===== config.mk =====
export PLATFORM = sky130hd
export DESIGN_NAME = sp_cfg_ctrl
export DESIGN_NICKNAME = d
export VERILOG_FILES = /design/src/rtl/sp_cfg_ctrl.sv
export SDC_FILE = /design/constraint.sdc
export NUM_CORES = 1
export LEC_CHECK = 0
export ABC_CLOCK_PERIOD_IN_PS = 3400
export CAP_MARGIN = 0
export CORE_MARGIN = 2
export CORE_UTILIZATION = 35
export CTS_CLUSTER_DIAMETER = 80
export DETAILED_ROUTE_END_ITERATION = 6
export PLACE_DENSITY = 0.54
export SETUP_SLACK_MARGIN = 0.5
export SLEW_MARGIN = 20
export SYNTH_ARGS = -nofsm -noshare
export SYNTH_HDL_FRONTEND = slang
export SYNTH_SLANG_ARGS = --single-unit

===== constraint.sdc =====
create_clock -name clk -period 3.4 [get_ports clk]
set_clock_uncertainty 0.2 [all_clocks]
set_input_delay 0.51 -clock clk [delete_from_list [all_inputs] [get_ports clk]]
set_output_delay 0.51 -clock clk [all_outputs]
set_load 0.1 [all_outputs]

===== src/rtl/sp_cfg_ctrl.sv =====
`default_nettype none
// ============================================================================
//  Module      : sp_cfg_ctrl
//  Description : Reset-and-configure sequencer for the SuperMario chip.
//                Pulses the chip reset, writes a table of register entries
//                over SPI, optionally reads each entry back to verify it,
//                and then raises ready.
//  Revision    : 1.0 - initial release
// ============================================================================
module sp_cfg_ctrl #(
  parameter int DEPTH       = 16,
  parameter int AW          = 4,
  parameter int RST_CYCLES  = 16,
  parameter int WAKE_CYCLES = 8,
  parameter int GAP_CYCLES  = 2,
  parameter int MISO_LAT    = 1
) (
  input  logic          clk,
  input  logic          rst,
  input  logic          start,
  input  logic          verify_en,
  input  logic [AW:0]   n_entries,
  input  logic          tbl_we,
  input  logic [AW-1:0] tbl_addr,
  input  logic [14:0]   tbl_data,
  output logic          busy,
  output logic          done,
  output logic          ready,
  output logic          err,
  output logic [AW:0]   err_cnt,
  output logic [AW-1:0] err_idx,
  output logic          sp_nrst,
  output logic          sp_spi_cs,
  output logic          sp_spi_mosi,
  input  logic          sp_spi_miso
);

  // One counter runs through a whole frame slot: 0..15 is the cs-low frame,
  // 16 is HOLD and 17..16+GAP_CYCLES is the gap. It is reused for the reset
  // and wake timers.
  localparam int c_cnt_max_a = (RST_CYCLES > WAKE_CYCLES) ? RST_CYCLES : WAKE_CYCLES;
  localparam int c_cnt_max   = (c_cnt_max_a > 17 + GAP_CYCLES) ? c_cnt_max_a : 17 + GAP_CYCLES;
  localparam int c_cnt_w     = $clog2(c_cnt_max);

  localparam logic [c_cnt_w-1:0] c_rst_last   = c_cnt_w'(RST_CYCLES - 1);
  localparam logic [c_cnt_w-1:0] c_wake_last  = c_cnt_w'(WAKE_CYCLES - 1);
  localparam logic [c_cnt_w-1:0] c_frame_last = c_cnt_w'(15);
  localparam logic [c_cnt_w-1:0] c_gap_last   = c_cnt_w'(16 + GAP_CYCLES);
  localparam logic [c_cnt_w-1:0] c_samp_first = c_cnt_w'(8 + MISO_LAT);
  localparam logic [c_cnt_w-1:0] c_samp_last  = c_cnt_w'(15 + MISO_LAT);
  localparam logic [AW:0]        c_depth      = (AW+1)'(DEPTH);

  typedef enum logic [2:0] {
    S_IDLE     = 3'd0,
    S_CHIP_RST = 3'd1,
    S_WAKE     = 3'd2,
    S_WR       = 3'd3,
    S_RD       = 3'd4,
    S_HOLD     = 3'd5,
    S_GAP      = 3'd6,
    S_FIN      = 3'd7
  } state_t;

  state_t               r_state, w_state_nxt;
  logic [c_cnt_w-1:0]   r_cnt, w_cnt_nxt;
  logic [AW-1:0]        r_idx, w_idx_nxt;
  logic                 r_rd_phase, w_rd_phase_nxt;
  logic                 r_verify;
  logic [AW:0]          r_n;
  logic [6:0]           r_shift;
  logic [14:0]          r_tbl [DEPTH];

  logic                 r_busy, r_done, r_ready, r_err;
  logic [AW:0]          r_err_cnt;
  logic [AW-1:0]        r_err_idx;
  logic                 r_nrst, r_cs, r_mosi;

  logic [AW:0]          w_n_clamp;
  logic                 w_last;
  logic                 w_start_ok;
  logic [14:0]          w_entry;
  logic [15:0]          w_cmd;
  logic                 w_mosi_nxt;
  logic                 w_in_rd;
  logic                 w_samp;
  logic                 w_mismatch;
  logic [7:0]           w_byte;

  assign w_n_clamp  = (n_entries > c_depth) ? c_depth : n_entries;
  assign w_last     = (({1'b0, r_idx} + 1'b1) == r_n);
  assign w_start_ok = (r_state == S_IDLE) && start;

  // Command for the frame about to be driven, built from next-cycle index/phase
  assign w_entry    = r_tbl[w_idx_nxt];
  assign w_cmd      = {~w_rd_phase_nxt, w_entry[14:8], (w_rd_phase_nxt ? 8'h00 : w_entry[7:0])};
  assign w_mosi_nxt = ((w_state_nxt == S_WR) || (w_state_nxt == S_RD)) ?
                      w_cmd[4'd15 - w_cnt_nxt[3:0]] : 1'b0;

  // Readback bits arrive MISO_LAT cycles after their slot, possibly in HOLD/GAP
  assign w_in_rd    = r_rd_phase && ((r_state == S_RD) || (r_state == S_HOLD) || (r_state == S_GAP));
  assign w_samp     = w_in_rd && (r_cnt >= c_samp_first) && (r_cnt <= c_samp_last);
  assign w_byte     = {r_shift, sp_spi_miso};
  assign w_mismatch = w_in_rd && (r_cnt == c_samp_last) && (w_byte != r_tbl[r_idx][7:0]);

  // Configuration table: frozen while a sequence is running
  always_ff @(posedge clk) begin
    if (tbl_we && !r_busy) r_tbl[tbl_addr] <= tbl_data;
  end

  // Sequencer state, slot counter, table index and phase registers
  always_ff @(posedge clk or posedge rst) begin
    if (rst) begin
      r_state    <= S_IDLE;
      r_cnt      <= '0;
      r_idx      <= '0;
      r_rd_phase <= 1'b0;
    end else begin
      r_state    <= w_state_nxt;
      r_cnt      <= w_cnt_nxt;
      r_idx      <= w_idx_nxt;
      r_rd_phase <= w_rd_phase_nxt;
    end
  end

  // Next-state logic; HOLD and GAP share the end-of-slot decision so a
  // zero-length gap still works
  always_comb begin
    w_state_nxt    = r_state;
    w_cnt_nxt      = r_cnt;
    w_idx_nxt      = r_idx;
    w_rd_phase_nxt = r_rd_phase;
    case (r_state)
      S_IDLE: begin
        if (start) begin
          w_state_nxt = S_CHIP_RST;
          w_cnt_nxt   = '0;
        end
      end
      S_CHIP_RST: begin
        if (r_cnt == c_rst_last) begin
          w_state_nxt = S_WAKE;
          w_cnt_nxt   = '0;
        end else begin
          w_cnt_nxt   = r_cnt + 1'b1;
        end
      end
      S_WAKE: begin
        if (r_cnt == c_wake_last) begin
          w_cnt_nxt      = '0;
          w_idx_nxt      = '0;
          w_rd_phase_nxt = 1'b0;
          w_state_nxt    = (r_n == '0) ? S_FIN : S_WR;
        end else begin
          w_cnt_nxt      = r_cnt + 1'b1;
        end
      end
      S_WR, S_RD: begin
        w_cnt_nxt = r_cnt + 1'b1;
        if (r_cnt == c_frame_last) w_state_nxt = S_HOLD;
      end
      S_HOLD, S_GAP: begin
        if (r_cnt == c_gap_last) begin
          w_cnt_nxt = '0;
          if (!w_last) begin
            w_idx_nxt   = r_idx + 1'b1;
            w_state_nxt = r_rd_phase ? S_RD : S_WR;
          end else if (!r_rd_phase && r_verify) begin
            w_idx_nxt      = '0;
            w_rd_phase_nxt = 1'b1;
            w_state_nxt    = S_RD;
          end else begin
            w_state_nxt    = S_FIN;
          end
        end else begin
          w_cnt_nxt   = r_cnt + 1'b1;
          w_state_nxt = S_GAP;
        end
      end
      S_FIN:   w_state_nxt = S_IDLE;
      default: w_state_nxt = S_IDLE;
    endcase
  end

  // Registered pin and status outputs, derived from the next state
  always_ff @(posedge clk or posedge rst) begin
    if (rst) begin
      r_busy    <= 1'b0;
      r_done    <= 1'b0;
      r_ready   <= 1'b0;
      r_err     <= 1'b0;
      r_err_cnt <= '0;
      r_err_idx <= '0;
      r_nrst    <= 1'b0;
      r_cs      <= 1'b1;
      r_mosi    <= 1'b0;
      r_verify  <= 1'b0;
      r_n       <= '0;
      r_shift   <= '0;
    end else begin
      r_busy <= !((w_state_nxt == S_IDLE) || (w_state_nxt == S_FIN));
      r_done <= (w_state_nxt == S_FIN);
      r_cs   <= !((w_state_nxt == S_WR) || (w_state_nxt == S_RD));
      r_mosi <= w_mosi_nxt;
      if (w_state_nxt == S_CHIP_RST)  r_nrst <= 1'b0;
      else if (w_state_nxt != S_IDLE) r_nrst <= 1'b1;

      if (w_start_ok) begin
        r_verify  <= verify_en;
        r_n       <= w_n_clamp;
        r_ready   <= 1'b0;
        r_err     <= 1'b0;
        r_err_cnt <= '0;
        r_err_idx <= '0;
      end else begin
        if (w_samp) r_shift <= w_byte[6:0];
        if (w_mismatch) begin
          r_err <= 1'b1;
          if (r_err_cnt != '1) r_err_cnt <= r_err_cnt + 1'b1;
          if (!r_err)          r_err_idx <= r_idx;
        end
        if (w_state_nxt == S_FIN) r_ready <= !(r_err || w_mismatch);
      end
    end
  end

  assign busy        = r_busy;
  assign done        = r_done;
  assign ready       = r_ready;
  assign err         = r_err;
  assign err_cnt     = r_err_cnt;
  assign err_idx     = r_err_idx;
  assign sp_nrst     = r_nrst;
  assign sp_spi_cs   = r_cs;
  assign sp_spi_mosi = r_mosi;

endmodule
`default_nettype wire


==> impl_metrics.toml <==
[pwr]
vdd_ir_drop_max_mv = 0.456
clkPwrFrac_pct = 33.8
power.leakage_nw = 6.06
switchingPower_mw = 2.81
seqPwrFrac_pct = 41.0
finalPower_mw = 9.74
p_int_mw = 6.92
combPwrFrac_pct = 25.2
powerDensity_nw_per_um2 = 574
swShare_pct = 28.9

[timing]
fin_tns_setup_ps = -469
slew_headroom_pct = 36.0
final.setup.worst_slack_ps = -365
slew_viol_final = 0
holdWs_ps = 124
setup_viol = 2
fmaxAchievable_mhz = 266
hold_viol = 0
worst_pin_slew_ps = 957
post-route-period-util_pct = 111
period_minus_slack_ps = 3760
rsz0062_at_grt = "true"

[place]
place_ws_ps = -522
dp_hpwl_um = 24700
placed_cell_area_um2 = 15200
io_buffer_count = 45
gp_congestion = 0.826

[setup_path]
cp_max_fo = 13
critPathKind = "reg -> reg"
end_kind = "flip-flop"
worstPathArrival_ps = 4000
cp-start-kind = "flip-flop"
crit_required_ps = 3640

[clocking]
clk_latency_ps = 570
cts_sinks = 282
htreeDepth = 1
cts_root_buf = "clkbuf_16"
tritoncts = "done"
clock_tree.buffer_depth = 3
clkTransAtPathRegs_ps = 60
cts_buffers = 31

[min_path]
hp-class = "in -> async"

[finish]
area_delta_synth_final_pct = 29.3
final_nets = 1168
fin_area_um2 = 17000
n_antenna_cell = 0
multi_input_area_um2 = 4870
drive_above_1_share_pct = 32.8
nFillCells = 3261
seq_area_um2 = 8260

[logic_synthesis]
synth_warnings = 0
yosysSeqAreaShare_pct = 63.0
synth_edf_count = 240
ys_ff_latch = 282
yosysTopAreaCell = "edfxtp_1"
synth_top_area_share_pct = 54.9
ys_async_sr_fraction_pct = 14.9
yosysMostFrequentCell = "edfxtp_1"
syn_area_um2 = 13100
yosys-top-cells-count = "240 x edfxtp_1, 111 x nand2_1, 95 x mux2i_1, 57 x nor2_1, 41 x dfrtp_1"
synthesis.nets = 967
synth_ff_type = "edfxtp_1"
synth_area_leaders = "edfxtp_1 55%, dfrtp_1 7.8%, mux2i_1 7.2%, mux4_2 6.9%, nand2_1 3.2%"
syn_avg_cell_area_um2 = 14.1
ys_types = 69
syn_inst = 928

[grt]
grt_pass1_vias = 8958
grt.total_usage_pct = 19.5
grt_max_degree = 36
grt-ovfl-total = 0
grt_pass1_wl_um = 56200
antenna_found_initial = 0

[drt]
via_per_inst = 5.46
drc = 0
first_pass_iters = 5
dr_total_vias = 8841
wl_per_cell_um = 23.6
first_iter_violations = 680
postRouteWirelength_um = 38200
ant_nets = 0

[run_status]
status = "finished, violations left"
violations = "setup timing"

[floorplanning]
fp.dieW_um = 198
floorplan.die_area_um2 = 39000
die_h_um = 198
row_count = 70
start_util_pct = 35.7
coreArea_um2 = 36800
ios = 46

[run]
drv_cap = 0
[routing by layer]
| metal | part of all wire [%] | global-route usage (%) | up-vias |
|---|---|---|---|
| met3 | 5.7 | 3.16 | 71 |
| met2 | 48 | 32.4 | 276 |
| li1 | - | - | 3996 |
| met4 | 2.8 | 5.96 | 2 |
| met5 | 0.11 | 0.766 | - |
| met1 | 44 | 26.2 | 4496 |
[timing repair]
| action | 4_1_cts | 5_1_grt |
|---|---|---|
| hold buffers | 0 | 0 |
| setup buffers | 19 | 7 |
| gates cloned | 3 | 1 |
| endpoints found under the setup margin | 17 | 19 |
| pin swaps | 17 | 22 |
| gates resized for setup | 68 | 58 |
[power by group through the flow]
stage,clock network [mW],logic [mW],registers [mW]
after floorplan,0,0.976,4.21
after global placement,0,2.11,4.06
after detailed placement,0,2.12,4.06
after CTS,3.35,2.27,3.99
final,3.30,2.45,3.99
after global routing,3.48,2.63,4.01
[layout by cell type (no fill, tap or decap), types with 6 or more instances in the layout]
master           synthesis  routed
a211oi_1                15      11
a21boi_0                12      12
a21oi_1                 23      21
a22oi_1                  8       6
a31oi_1                  6       6
a32oi_1                  8       7
and3_1                   7       7
buf_12                   0      17
buf_4                    5     140
buf_6                    5      28
clkbuf_16                0      32
clkdlybuf4s50_1          0      30
clkinv_1                 0       9
dfrtp_1                 41      40
edfxtp_1               240     240
ha_1                     9       8
inv_1                   14      10
mux2_2                  16      15
mux2i_1                 95      88
mux2i_2                  0       7
mux4_2                  40      40
nand2_1                111     108
nand2b_1                 6       6
nand3_1                 26      25
nor2_1                  57      36
nor2_2                   0      17
nor2b_1                  7       6
o21ai_0                 16      10
xnor2_1                 13      11
[cells by family (layout without fill, tap and decap cells)]
group,Yosys count,after routing,share of synthesized area (%)
DFF,282,282,63.0
and+or+nand+nor,255,255,8.95
muxes,152,152,15.6
AOI/OAI and AO/OA,142,142,7.86
buffers and inverters,71,294,2.67
xor gates and xnor gates,17,17,1.13
adders and majority gates,9,9,0.858
[critical path: stages, from the launching register on]
cell	delay [ps]
dfrtp_1	420
ha_4	190
and3_4	160
or4_4	530
a211oi_4	310
buf_6	170
nor2_4	40
a22oi_2	240
inv_2	90
buf_12	160
buf_12	150
nand3_1	100
buf_4	140
o22ai_1	70
or4_1	510
nand3_2	90
o22ai_2	70
[stage by stage]
stage	cells	util [%]
floorplan	928	-
global placement	1534	41.3
detailed placement	1534	41.3
CTS	1611	45.2
global route	1619	46.1
finish	1619	46.1
[worst paths after layout]
check | startpoint | end | slack [ps] | cells after the start
max | r_idx[1] | sp_spi_mosi | -360 | 16
min | rst | err_cnt[4] | 120 | 2
max reg2reg | r_idx[1] | sp_spi_mosi | -360 | 16
min reg2reg | sp_nrst | sp_nrst | 300 | 2
max in group asynchronous | rst | sp_spi_cs | 2160 | 3
min in group clk | sp_nrst | sp_nrst | 300 | 2
[final cells by class]
| class | count | area share (%) |
|---|---|---|
| Clock inverter | 19 | 1.11 |
| Timing Repair Buffer | 223 | 12.9 |
| Multi-Input combinational cell | 575 | 28.7 |
| Inverter | 16 | 0.443 |
| Tap cell | 468 | 3.45 |
| Sequential cell | 282 | 48.7 |
| Clock buffer | 36 | 4.68 |
[registers in the layout (all words and copies together) (netlist names), 3 cells and up]
| register | cells |
|---|---|
| r_n | 5 |
| r_idx | 4 |
| r_cnt | 5 |
| r_state | 3 |
| r_shift | 7 |
| err_cnt | 5 |
| err_idx | 4 |
| r_tbl | 240 |
No activity file was read; power rests on OpenSTA's default activity.
